## src/rtl/prach_hb2_sched_pkg.sv

```systemverilog
// Shared PRACH constants for the half-band-by-2 input scheduler.
package prach_hb2_sched_pkg;
  localparam int NUM_CHANNEL = 32;
  localparam int DATA_WIDTH  = 16;
  localparam int CHN_WIDTH   = 8;
endpackage

```

## src/rtl/prach_hb2_sched.sv

```systemverilog
// Pairs even/odd samples of each TDM channel and issues them together to the
// half-band decimator, with frame-sync tracking and sticky error flags.
module prach_hb2_sched
  import prach_hb2_sched_pkg::*;
#(
  parameter int NumChannel = NUM_CHANNEL,
  parameter int DataWidth  = DATA_WIDTH
) (
  input  logic                  clk,
  input  logic                  rst,
  input  logic [DataWidth-1:0]  din_dq,
  input  logic                  din_dv,
  input  logic [CHN_WIDTH-1:0]  din_chn,
  input  logic                  sync_in,
  input  logic [NumChannel-1:0] cfg_chn_en,
  input  logic                  err_clr,
  output logic [DataWidth-1:0]  dout_dp1,
  output logic [DataWidth-1:0]  dout_dp2,
  output logic                  dout_dv,
  output logic [CHN_WIDTH-1:0]  dout_chn,
  output logic                  sync_out,
  output logic                  err_chn,
  output logic                  err_sync
);

  localparam logic [CHN_WIDTH-1:0] NCH = CHN_WIDTH'(NumChannel);

  logic [NumChannel-1:0] phase_q, phase_d;
  logic [DataWidth-1:0]  even_q [NumChannel];
  logic [NumChannel-1:0] sel;
  logic [DataWidth-1:0]  even_rd;
  logic                  in_range, chn_en, cur_phase, store, fire;
  logic                  pend_q, pend_d;
  logic [DataWidth-1:0]  dp1_q, dp2_q;
  logic [CHN_WIDTH-1:0]  chn_q;
  logic                  dv_q, sync_out_q, err_chn_q, err_sync_q;

  // Channel decode and asynchronous read of the stored even sample.
  always_comb begin
    sel     = '0;
    even_rd = '0;
    for (int i = 0; i < NumChannel; i++) begin
      sel[i] = (din_chn == CHN_WIDTH'(i));
      if (sel[i]) begin
        even_rd = even_q[i];
      end else begin
        even_rd = even_rd;
      end
    end
  end

  // A sync_in in the same cycle makes the incoming sample an even one.
  always_comb begin
    in_range  = (din_chn < NCH);
    chn_en    = |(sel & cfg_chn_en);
    cur_phase = !sync_in && (|(sel & phase_q));
    store     = din_dv && chn_en && !cur_phase;
    fire      = din_dv && chn_en && cur_phase;

    phase_d = sync_in ? '0 : phase_q;
    if (din_dv && in_range && !chn_en) begin
      phase_d = phase_d & ~sel;
    end else if (store) begin
      phase_d = phase_d | sel;
    end else if (fire) begin
      phase_d = phase_d & ~sel;
    end else begin
      phase_d = phase_d;
    end

    if (sync_in) begin
      pend_d = 1'b1;
    end else if (fire) begin
      pend_d = 1'b0;
    end else begin
      pend_d = pend_q;
    end
  end

  // Control state and registered outputs.
  always_ff @(posedge clk) begin
    if (rst) begin
      phase_q    <= '0;
      pend_q     <= 1'b0;
      dv_q       <= 1'b0;
      sync_out_q <= 1'b0;
      err_chn_q  <= 1'b0;
      err_sync_q <= 1'b0;
      dp1_q      <= '0;
      dp2_q      <= '0;
      chn_q      <= '0;
    end else begin
      phase_q    <= phase_d;
      pend_q     <= pend_d;
      dv_q       <= fire;
      sync_out_q <= fire && pend_q;
      err_chn_q  <= (din_dv && !in_range) || (err_chn_q && !err_clr);
      err_sync_q <= (sync_in && pend_q) || (err_sync_q && !err_clr);
      if (fire) begin
        dp1_q <= even_rd;
        dp2_q <= din_dq;
        chn_q <= din_chn;
      end
    end
  end

  // Even-sample storage carries no reset; the phase bits gate its use.
  always_ff @(posedge clk) begin
    for (int i = 0; i < NumChannel; i++) begin
      if (store && sel[i]) begin
        even_q[i] <= din_dq;
      end
    end
  end

  assign dout_dp1 = dp1_q;
  assign dout_dp2 = dp2_q;
  assign dout_dv  = dv_q;
  assign dout_chn = chn_q;
  assign sync_out = sync_out_q;
  assign err_chn  = err_chn_q;
  assign err_sync = err_sync_q;

endmodule

```

## config.mk

```make
export PLATFORM = sky130hd
export DESIGN_NAME = prach_hb2_sched
export DESIGN_NICKNAME = d
export VERILOG_FILES = /design/src/rtl/prach_hb2_sched_pkg.sv /design/src/rtl/prach_hb2_sched.sv
export SDC_FILE = /design/constraint.sdc
export NUM_CORES = 1
export LEC_CHECK = 0
export BUFFER_PORTS_ARGS = -buffer_cell sky130_fd_sc_hd__buf_2
export CELL_PAD_IN_SITES_DETAIL_PLACEMENT = 1
export CELL_PAD_IN_SITES_GLOBAL_PLACEMENT = 2
export CORE_AREA = 2 2 228 230
export DETAILED_ROUTE_END_ITERATION = 6
export DIE_AREA = 0 0 230 232
export HOLD_SLACK_MARGIN = 0.06
export PLACE_DENSITY = 0.92
export SLEW_MARGIN = 20
export SYNTH_ARGS = -nofsm -noshare
export SYNTH_HDL_FRONTEND = slang
export SYNTH_SLANG_ARGS = --single-unit
```

## constraint.sdc

```tcl
create_clock -name clk -period 8.12 [get_ports clk]
set_input_delay 0.406 -clock clk [delete_from_list [all_inputs] [get_ports clk]]
set_output_delay 0.406 -clock clk [all_outputs]
set_load 0.005 [all_outputs]
```

# After elaboration in Yosys (flattened, before gate mapping)
# Memory sizes are Yosys's and may differ from the RTL's.
# Index checks and enable logic that the tools add are counted.
[totals]
ff_bits = 77
latch_bits = 0
ram_bits = 512
rom_bits = 0
input_bits = 61
out_inout_bits = 44
word_cells = 327
memories = 1
[classes]
addsub = 0
mul = 0
div = 0
n_lt_le_gt_ge = 1
n_eq_ne = 31
shift = 0
n_mux = 195
n_bitwise = 5
n_reduce_logical = 85
[mem_list]
columns = ["memory", "depth", "width", "read_ports", "rd_clocked_by_memory_dff", "wr", "line_no", "rtl"]
rows = [
  ["even_q", 32, 16, 32, 0, 1, "prach_hb2_sched.sv:29", "logic [DataWidth-1:0] even_q [NumChannel];"],
]
[ops]
columns = ["op", "n"]
rows = [
  ["$mux 16", 63],
  ["$reduce_or 16->1", 31],
  ["$mux 5", 31],
  ["$eq 8x5->1 const B", 16],
  ["$mux 32", 4],
  ["$mux 1", 97],
  ["$and 32x32->32", 3],
  ["$eq 8x4->1 const B", 8],
  ["$reduce_or 32->1", 2],
  ["$logic_and 1x1->1", 43],
  ["$eq 8x3->1 const B", 4],
  ["$not 32->32", 1],
  ["$or 32x32->32", 1],
  ["$eq 8x2->1 const B", 2],
  ["$eq 8x1->1 const B", 1],
  ["$logic_not 8->1", 1],
  ["$lt 8x6->1 const B", 1],
  ["$logic_not 1->1", 5],
  ["$logic_or 1x1->1", 2],
  ["$reduce_bool 2->1", 1],
]

# Depth between registers and ports, before layout
# Gate-level depths: netlist of run 1.
[depth]
word_depth = 41
mapped_depth = 14

# Worst setup path after synthesis of run 1
# OpenSTA, ideal clock, no wires.
[synth_timing]
kind = "input to register"
startpoint = "input port din_chn[4]"
endpoint = "memory even_q[0][208] in the netlist's numbering, enable pin"
setup_time_ns = 0.409
t_arrival_ns = 3.394
path_slack_ns = 4.317
stages = 10
cell_sequence = "or4_1 -> buf_2 -> nor2_1 -> buf_2 -> a22oi_1 -> a31oi_1 -> o211a_1 -> o21ai_1 -> clkbuf_1 -> nor3_1"
[synth_via]
elab_chain_cells = 41
elab_cells_between_ends = 229
classes_between = "31 x eq/ne; 126 x mux; 2 x bitwise; 70 x reduce/logical"
[synth_lines]
columns = ["item", "line_no", "rtl"]
rows = [
  ["start: declaration", "prach_hb2_sched.sv:13", "input logic [CHN_WIDTH-1:0] din_chn,"],
  ["$eq 8x1->1 (tied with other cells)", "prach_hb2_sched.sv:43", "sel[i] = (din_chn == CHN_WIDTH'(i));"],
  ["$and 32x32->32", "prach_hb2_sched.sv:56", "cur_phase = !sync_in && (|(sel & phase_q));"],
  ["$reduce_or 32->1", "prach_hb2_sched.sv:56", ""],
  ["$logic_and 1x1->1", "prach_hb2_sched.sv:56", ""],
  ["$logic_not 1->1", "prach_hb2_sched.sv:57", "store = din_dv && chn_en && !cur_phase;"],
  ["$logic_and 1x1->1", "prach_hb2_sched.sv:57", ""],
  ["$logic_and 1x1->1", "prach_hb2_sched.sv:110", "if (store && sel[i]) begin"],
  ["$mux 1", "prach_hb2_sched.sv:110", ""],
  ["$mux 1 (implied by the code)", "prach_hb2_sched.sv:111", "even_q[i] <= din_dq;"],
  ["$reduce_or 16->1 (no line)", "--", ""],
  ["$mux 5 (no line) / $mux 1 (equally long branches) (31 in series)", "--", ""],
  ["end: declaration", "prach_hb2_sched.sv:29", ""],
]
# Several ways; a longest one is shown, not always the timed one.

# Final worst setup path of run 1
[layout_timing]
startpoint = "input port din_chn[4]"
endpoint = "register phase_q[27]"
[layout_via]
elab_chain_cells = 8
elab_cells_between_ends = 51
classes_between = "1 x order compare; 31 x eq/ne; 3 x mux; 5 x bitwise; 11 x reduce/logical"
[layout_lines]
columns = ["item", "line_no", "rtl"]
rows = [
  ["$eq 8x1->1 (tied with other cells)", "prach_hb2_sched.sv:43", ""],
  ["$and 32x32->32 (on tied branches)", "prach_hb2_sched.sv:55, prach_hb2_sched.sv:56", ""],
  ["$reduce_or 32->1 (on tied branches)", "prach_hb2_sched.sv:55, prach_hb2_sched.sv:56", ""],
  ["$logic_and 1x1->1 (on tied branches)", "prach_hb2_sched.sv:57, prach_hb2_sched.sv:58, prach_hb2_sched.sv:56", ""],
  ["$logic_and 1x1->1 / $logic_not 1->1 (equally long branches)", "prach_hb2_sched.sv:58, prach_hb2_sched.sv:57", ""],
  ["$mux 32 / $logic_and 1x1->1 (equally long branches)", "prach_hb2_sched.sv:65, prach_hb2_sched.sv:57", ""],
  ["$mux 32", "prach_hb2_sched.sv:63", "end else if (store) begin"],
  ["$mux 32 (*)", "prach_hb2_sched.sv:61", "if (din_dv && in_range && !chn_en) begin"],
  ["end signal: assignment", "prach_hb2_sched.sv:93", "phase_q <= phase_d;"],
  ["end: declaration", "prach_hb2_sched.sv:28", "logic [NumChannel-1:0] phase_q, phase_d;"],
]
# Every way passes the cells marked *; elsewhere a longest branch is shown, timed or not.
# A chain may end at the register's enable or synchronous reset.

==> results of run 1 <==
## timing repair
action,4_1_cts,5_1_grt
gates resized for setup,0,0
hold buffers,1,0
endpoints found under the hold margin,1,0
## worst max-delay path: cells and delay by family
kind / cells / cell delay (ns)
and+or+nand+nor: 3 / 2.29
buffers and inverters: 2 / 0.62
AOI/OAI and AO/OA: 5 / 1.30
## registers in the layout, summed over array words and instances, names as in the netlist
signal    flops
sync_out      1
pend_q        1
even_q      512
dout_chn      8
err_chn       1
dout_dp2     16
dout_dv       1
dout_dp1     16
err_sync      1
phase_q      32
## area by class of cell
type / count / area [um2]
diodes: 1 / 2.50
clock buffers: 70 / 1500
clock inverters: 38 / 298
fillers: 4906 / 23500
inverters: 12 / 45.0
multi-input cells: 952 / 6770
flip-flops and latches: 589 / 16900
well taps: 680 / 851
repair buffers: 167 / 1010
## routing by layer
metal	share of wire [%]	GRT usage (%)	routed length (um)	vias up
met5	0	0	0	-
met4	3.8	11.2	3060	0
met3	11	6.00	9170	223
met2	46	46.9	37100	1247
met1	38	41.3	30600	8531
li1	-	-	-	6896
## layout by cell type (no fill, tap or decap), types with 13 or more instances in the layout
master     synthesis  layout
edfxtp_1         512     512
buf_2             37     102
a21oi_1          101     101
nor2_1           104     100
nand2_1           99      99
o21ai_0           93      93
dfxtp_1           77      77
mux2i_1           76      76
buf_4              1      62
clkbuf_16          0      57
o22ai_1           43      43
mux4_2            31      31
nand3_1           28      28
o31ai_1           27      27
mux2_2            27      27
a22oi_1           25      25
nor3_1            42      23
o311ai_0          22      22
a211oi_1          20      20
a221oi_1          19      19
o211ai_1          18      18
nor2b_1           16      15
clkinv_1           2      15
nor3_2             3      14
a31oi_1           13      13
## cells by family after synthesis
group / count (synthesis) / share of synthesized area (%)
DFF: 589 / 70.2
AOI/OAI and AO/OA: 481 / 13.5
and+or+nand+nor: 337 / 6.49
buffers and inverters: 143 / 2.50
muxes: 134 / 7.32
## power breakdown
group          total [W]  leakage (nW)  internal [W]  switching (W)
sequential       0.00330          5.22       0.00330     0.00000483
clock            0.00258         0.876       0.00141        0.00116
combinational   0.000335          2.96     0.0000870       0.000248
total            0.00621          9.06       0.00479        0.00142
## per-stage QoR
stage | worst slack [ns] | instance area [um2]
5_1_grt | 3.78 | 27400
6_report | 3.93 | 27400
3_3_place_gp | 3.30 | 25500
3_5_place_dp | 3.04 | 25600
4_1_cts | 3.71 | 27400
2_1_floorplan | 4.32 | 24100
## path summary, 6_finish.rpt
check / start / to / slack [ns] / cells past startpoint
worst max register to register: phase_q[25] / even_q[1][2] / 5.04 / 9
worst min-delay path: din_dv / err_chn / 0.11 / 3
worst min register to register: dout_chn[5] / dout_chn[5] / 0.45 / 1
worst max-delay path: din_chn[4] / phase_q[27] / 3.93 / 10
==> qor.csv, run 1 <==
metric,value,unit
outcome,completed,
synth_seq_cells,589,
clk_path_buf_depth,3,
grt_overflow_total,0,
required,8.60,ns
drive_gt1_share,19.1,%
syn_area_per_cell,14.3,um2
period_share,51.5,%
gr-usage-all-layers,29.8,%
yosysMostFrequentCell,edfxtp_1,
start_util,47.4,%
cap_violations,0,
setup_viol,0,
cts_buffers,57,
area_delta_synth_final,13.7,%
cp_slowest_stage_delay,0.90,ns
clkTransAtPathRegs,0.06,ns
drt_first_iter_violations,2680,
synthTopCellsByCount,"edfxtp_1 (512), nor2_1 (104), a21oi_1 (101), nand2_1 (99), o21ai_0 (93)",
dp_hpwl,49800,um
die_h,232,um
slew_headroom,21.1,%
grt_pass1_wl,117000,um
fin_cells,2509,
routedWlPerCell,31.9,um
maxSlewViolCount,0,
die_area,53400,um2
synth_nets,1745,
post_cts_buffers,0,
vias,16900,
synth_edf_count,512,
end_kind,flop,
grt_start_max_net_pins,69,
nNetsFinal,1840,
coreArea,50900,um2
fin_hold_ws,0.107,ns
hold_viol_final,0,
yosysTopAreaCellShare,63.8,%
p_per_area,227,nW/um2
max_clock_freq,239,MHz
antenna_found_initial,2,
tritoncts,yes,
syn_inst,1684,
viasPerCell,6.73,
synthTopCellsByArea,"edfxtp_1 (64%), dfxtp_1 (6.4%), mux2i_1 (3.2%)",
cp-start-kind,input pin,
clock_skew,0.0241,ns
worst_pin_slew,1.18,ns
crit_chain,"buf_2, or4_1, nor3_4, a22oi_1, a311o_1, a41o_1, o21ai_4, buf_4, or2_2, o21ai_0",
die_w,230,um
irDropWorstVdd,0.159,mV
drc,0,
ant_nets,0,
htree_levels,2,
slowest_stage,or4_1,
io_buffers,104,
crit_arrival,4.67,ns
row_count,83,
clock-sinks,589,
yosysTopAreaCell,edfxtp_1,
io_pins,105,
utilization,53.8,%
critPathMaxFanout,32,
hold_path.class,input pin to flop,
grt_pass1_vias,17000,
min_period,4.19,ns
p_leak,9.06,nW
cts-root-buf,clkbuf_16,
total_power,0.00621,W
synth_cell_types,75,
syn-cell-area,24100,um2
dp_cells,2399,
firstDrtPassIters,6,
rsz0062_at_grt,false,
worstSetupPathType,input pin to flop,
tns,0,ns
synth-main-ff-cell,edfxtp_1,
place.gp.congestion,0.910,
seq_area_frac_synth,70.2,%
wirelength,79900,um
async_flop_share,0,%
worstSkewPairLatency,0.63,ns
synth_warnings,0,
Power figures use the tool's default switching activity.
==> run 2, diff against run 1 <==
--- a/config.mk
+++ b/config.mk
@@ -8,11 +8,11 @@
 export BUFFER_PORTS_ARGS = -buffer_cell sky130_fd_sc_hd__buf_2
 export CELL_PAD_IN_SITES_DETAIL_PLACEMENT = 1
 export CELL_PAD_IN_SITES_GLOBAL_PLACEMENT = 2
-export CORE_AREA = 2 2 228 230
+export CORE_AREA = 2 2 235 237
 export DETAILED_ROUTE_END_ITERATION = 6
-export DIE_AREA = 0 0 230 232
+export DIE_AREA = 0 0 237 239
 export HOLD_SLACK_MARGIN = 0.06
-export PLACE_DENSITY = 0.92
+export PLACE_DENSITY = 0.88
 export SLEW_MARGIN = 20
 export SYNTH_ARGS = -nofsm -noshare
 export SYNTH_HDL_FRONTEND = slang
==> constraint.sdc (replaced) <==
create_clock -name clk -period 4.21 [get_ports clk]
set_input_delay 0.2105 -clock clk [delete_from_list [all_inputs] [get_ports clk]]
set_output_delay 0.2105 -clock clk [all_outputs]
set_load 0.005 [all_outputs]
==> run 2 against run 1 <==
  * The run now ends with DRC left
  * Die area grew 6.2%
  * Count of clock-buffer cells in the layout grew 1
  * Global-route usage decreased by 1.7 points
  * Setup slack worse by 3.6 ns
  * First-iteration DRC count fell by 17%
  * Largest power group unchanged
  * Highest routed layer unchanged
  * Core utilization decreased by 2.8 points
  * Critical endpoint is now dout_dp1[0]
  * Total power grew 93%
  * Via count fell by 0.59%
  * Non-clock buffer count rose by 41
==> qor.csv, run 2 (same netlist as run 1, synthesis figures left out) <==
metric,value,unit,change
grt_pass1_vias,17300,,+1.7%
cts_buffers,56,,-1.8%
place.gp.congestion,0.887,,-2.4%
hold_path.class,input pin to flop,,
worst_pin_slew,1.10,ns,-0.0786 ns
clock-sinks,589,,unchanged
post_cts_buffers,0,,unchanged
p_leak,9.20,nW,+1.6%
slowest_stage,or4_1,,
firstDrtPassIters,7,,+1
max_clock_freq,259,MHz,
viasPerCell,6.54,,-2.9%
antenna_found_initial,1,,-1
drc,3,,+3
critPathMostFrequentCell,nor3_1,,
final_common_cell,edfxtp_1,,
violations,DRC,,
irDropWorstVdd,0.320,mV,+100%
cts-root-buf,clkbuf_16,,
clkTransAtPathRegs,0.06,ns,about the same
final_cell_mix,"edfxtp_1 (512), buf_2 (102), a21oi_1 (101)",,
period_share,91.7,%,
area_delta_synth_final,15.1,%,
start_util,44.3,%,-3.0 points
grt_start_max_net_pins,108,,+57%
rsz0062_at_grt,false,,
cp_num_buf_inv,3,,+1
fin_ws,0.348,ns,-3.59 ns
min_period,3.86,ns,
coreArea,54300,um2,+6.8%
crit_chain,"dlygate4sd3_1, buf_2, or4_1, nor2_2, buf_4, nand2_1, o311ai_0, o221ai_1, a211oi_1, nor3_1, nor3_1",,
critPathMaxFanout,20,,-38%
maxSlewViolCount,0,,unchanged
grt_overflow_total,0,,unchanged
cap_violations,0,,unchanged
io_buffers,104,,unchanged
grt_pass1_wl,117000,um,about the same
regMostFlops,even_q,,
setup_viol,0,,unchanged
dp_cells,2460,,+2.5%
routedWlPerCell,31.2,um,-2.2%
cts_resized,0,,unchanged
fin_cells,2569,,+2.4%
drive_gt1_share,20.3,%,+1.1 points
nNetsFinal,1880,,+2.2%
critPathTopFamily,compound AO/OA/AOI/OAI gates,,
clock_skew,0.0205,ns,-0.00357 ns
vias,16800,,-0.59%
dp_hpwl,50200,um,+0.89%
cp-start-kind,input pin,,
end_kind,flop,,
row_count,86,,+3.6%
io_pins,105,,unchanged
worstSkewPairLatency,0.63,ns,about the same
drt_first_iter_violations,2213,,-17%
largest_reg_flops,512,,unchanged
die_h,239,um,+3.0%
num_antenna_cells,0,,-1
wirelength,80000,um,+0.12%
tritoncts,yes,,
clk_path_buf_depth,3,,unchanged
gr-usage-all-layers,28.2,%,-1.7 points
ant_nets,0,,unchanged
die_w,237,um,+3.0%
pre_cts_ws,0.367,ns,-2.67 ns
worstSetupPathType,input pin to flop,,
die_area,56600,um2,+6.2%
required,4.75,ns,-3.85 ns
slew_headroom,26.3,%,+5.2 points
tns,0,ns,unchanged
hold_viol_final,0,,unchanged
crit_arrival,4.41,ns,-0.26 ns
htree_levels,2,,unchanged
cp_slowest_stage_delay,0.71,ns,-0.19 ns
largest_registers,"even_q x512, phase_q x32",,
p_per_area,433,nW/um2,+91%
outcome,"finished, violations left",,
run 2: worst min-delay path, cell delays in order:
cell     delay [ns]
buf_2          0.24
mux2i_1        0.18
nor2_1         0.05
run 2: path summary, 6_finish.rpt:
check                                       to  cells after the start  slack, ns         from
worst max-delay path               dout_dp1[0]                     11       0.35   din_chn[4]
worst min-delay path               dout_chn[2]                      3       0.12   din_chn[2]
worst max register to register  even_q[1][164]                      9       1.18  phase_q[25]
worst min register to register     dout_chn[7]                      1       0.47  dout_chn[7]
run 2: metrics by stage:
stage | utilization, % | total power [W] | instance area (um2) | hold slack, ns
3_3_place_gp | 47.7 | 0.00711 | 25900 | 0.444
2_1_floorplan | - | 0.00679 | 24100 | 0.309
6_report | 51.0 | 0.0120 | 27700 | 0.122
4_1_cts | 51.0 | 0.0120 | 27700 | 0.0930
5_1_grt | 51.0 | 0.0123 | 27700 | 0.114
3_5_place_dp | 47.7 | 0.00713 | 25900 | 0.447
run 2: area by class of cell:
class	count	area, um2
Sequential cell	589	16900
Multi-Input combinational cell	952	6730
Clock inverter	33	258
Clock buffer	71	1520
Tap cell	704	881
Inverter	12	45.0
Fill cell	5268	26600
Timing Repair Buffer	208	1390
run 2: power by group:
group	internal (W)	switching (W)	leakage [nW]
Combinational	0.000186	0.000472	3.11
Clock	0.00279	0.00220	0.871
Sequential	0.00636	0.0000106	5.22
run 2: what timing repair did:
action	CTS	global route
endpoints found under the setup margin	0	0
hold buffers	5	0
endpoints found under the hold margin	4	0
run 2: per-layer routing:
metal	vias to the layer above	GRT usage [%]	wire length (um)
li1	6960	-	-
met1	8637	37.8	31300
met2	987	45.5	38000
met3	213	4.47	7480
met4	0	12.6	3270
met5	-	0	0
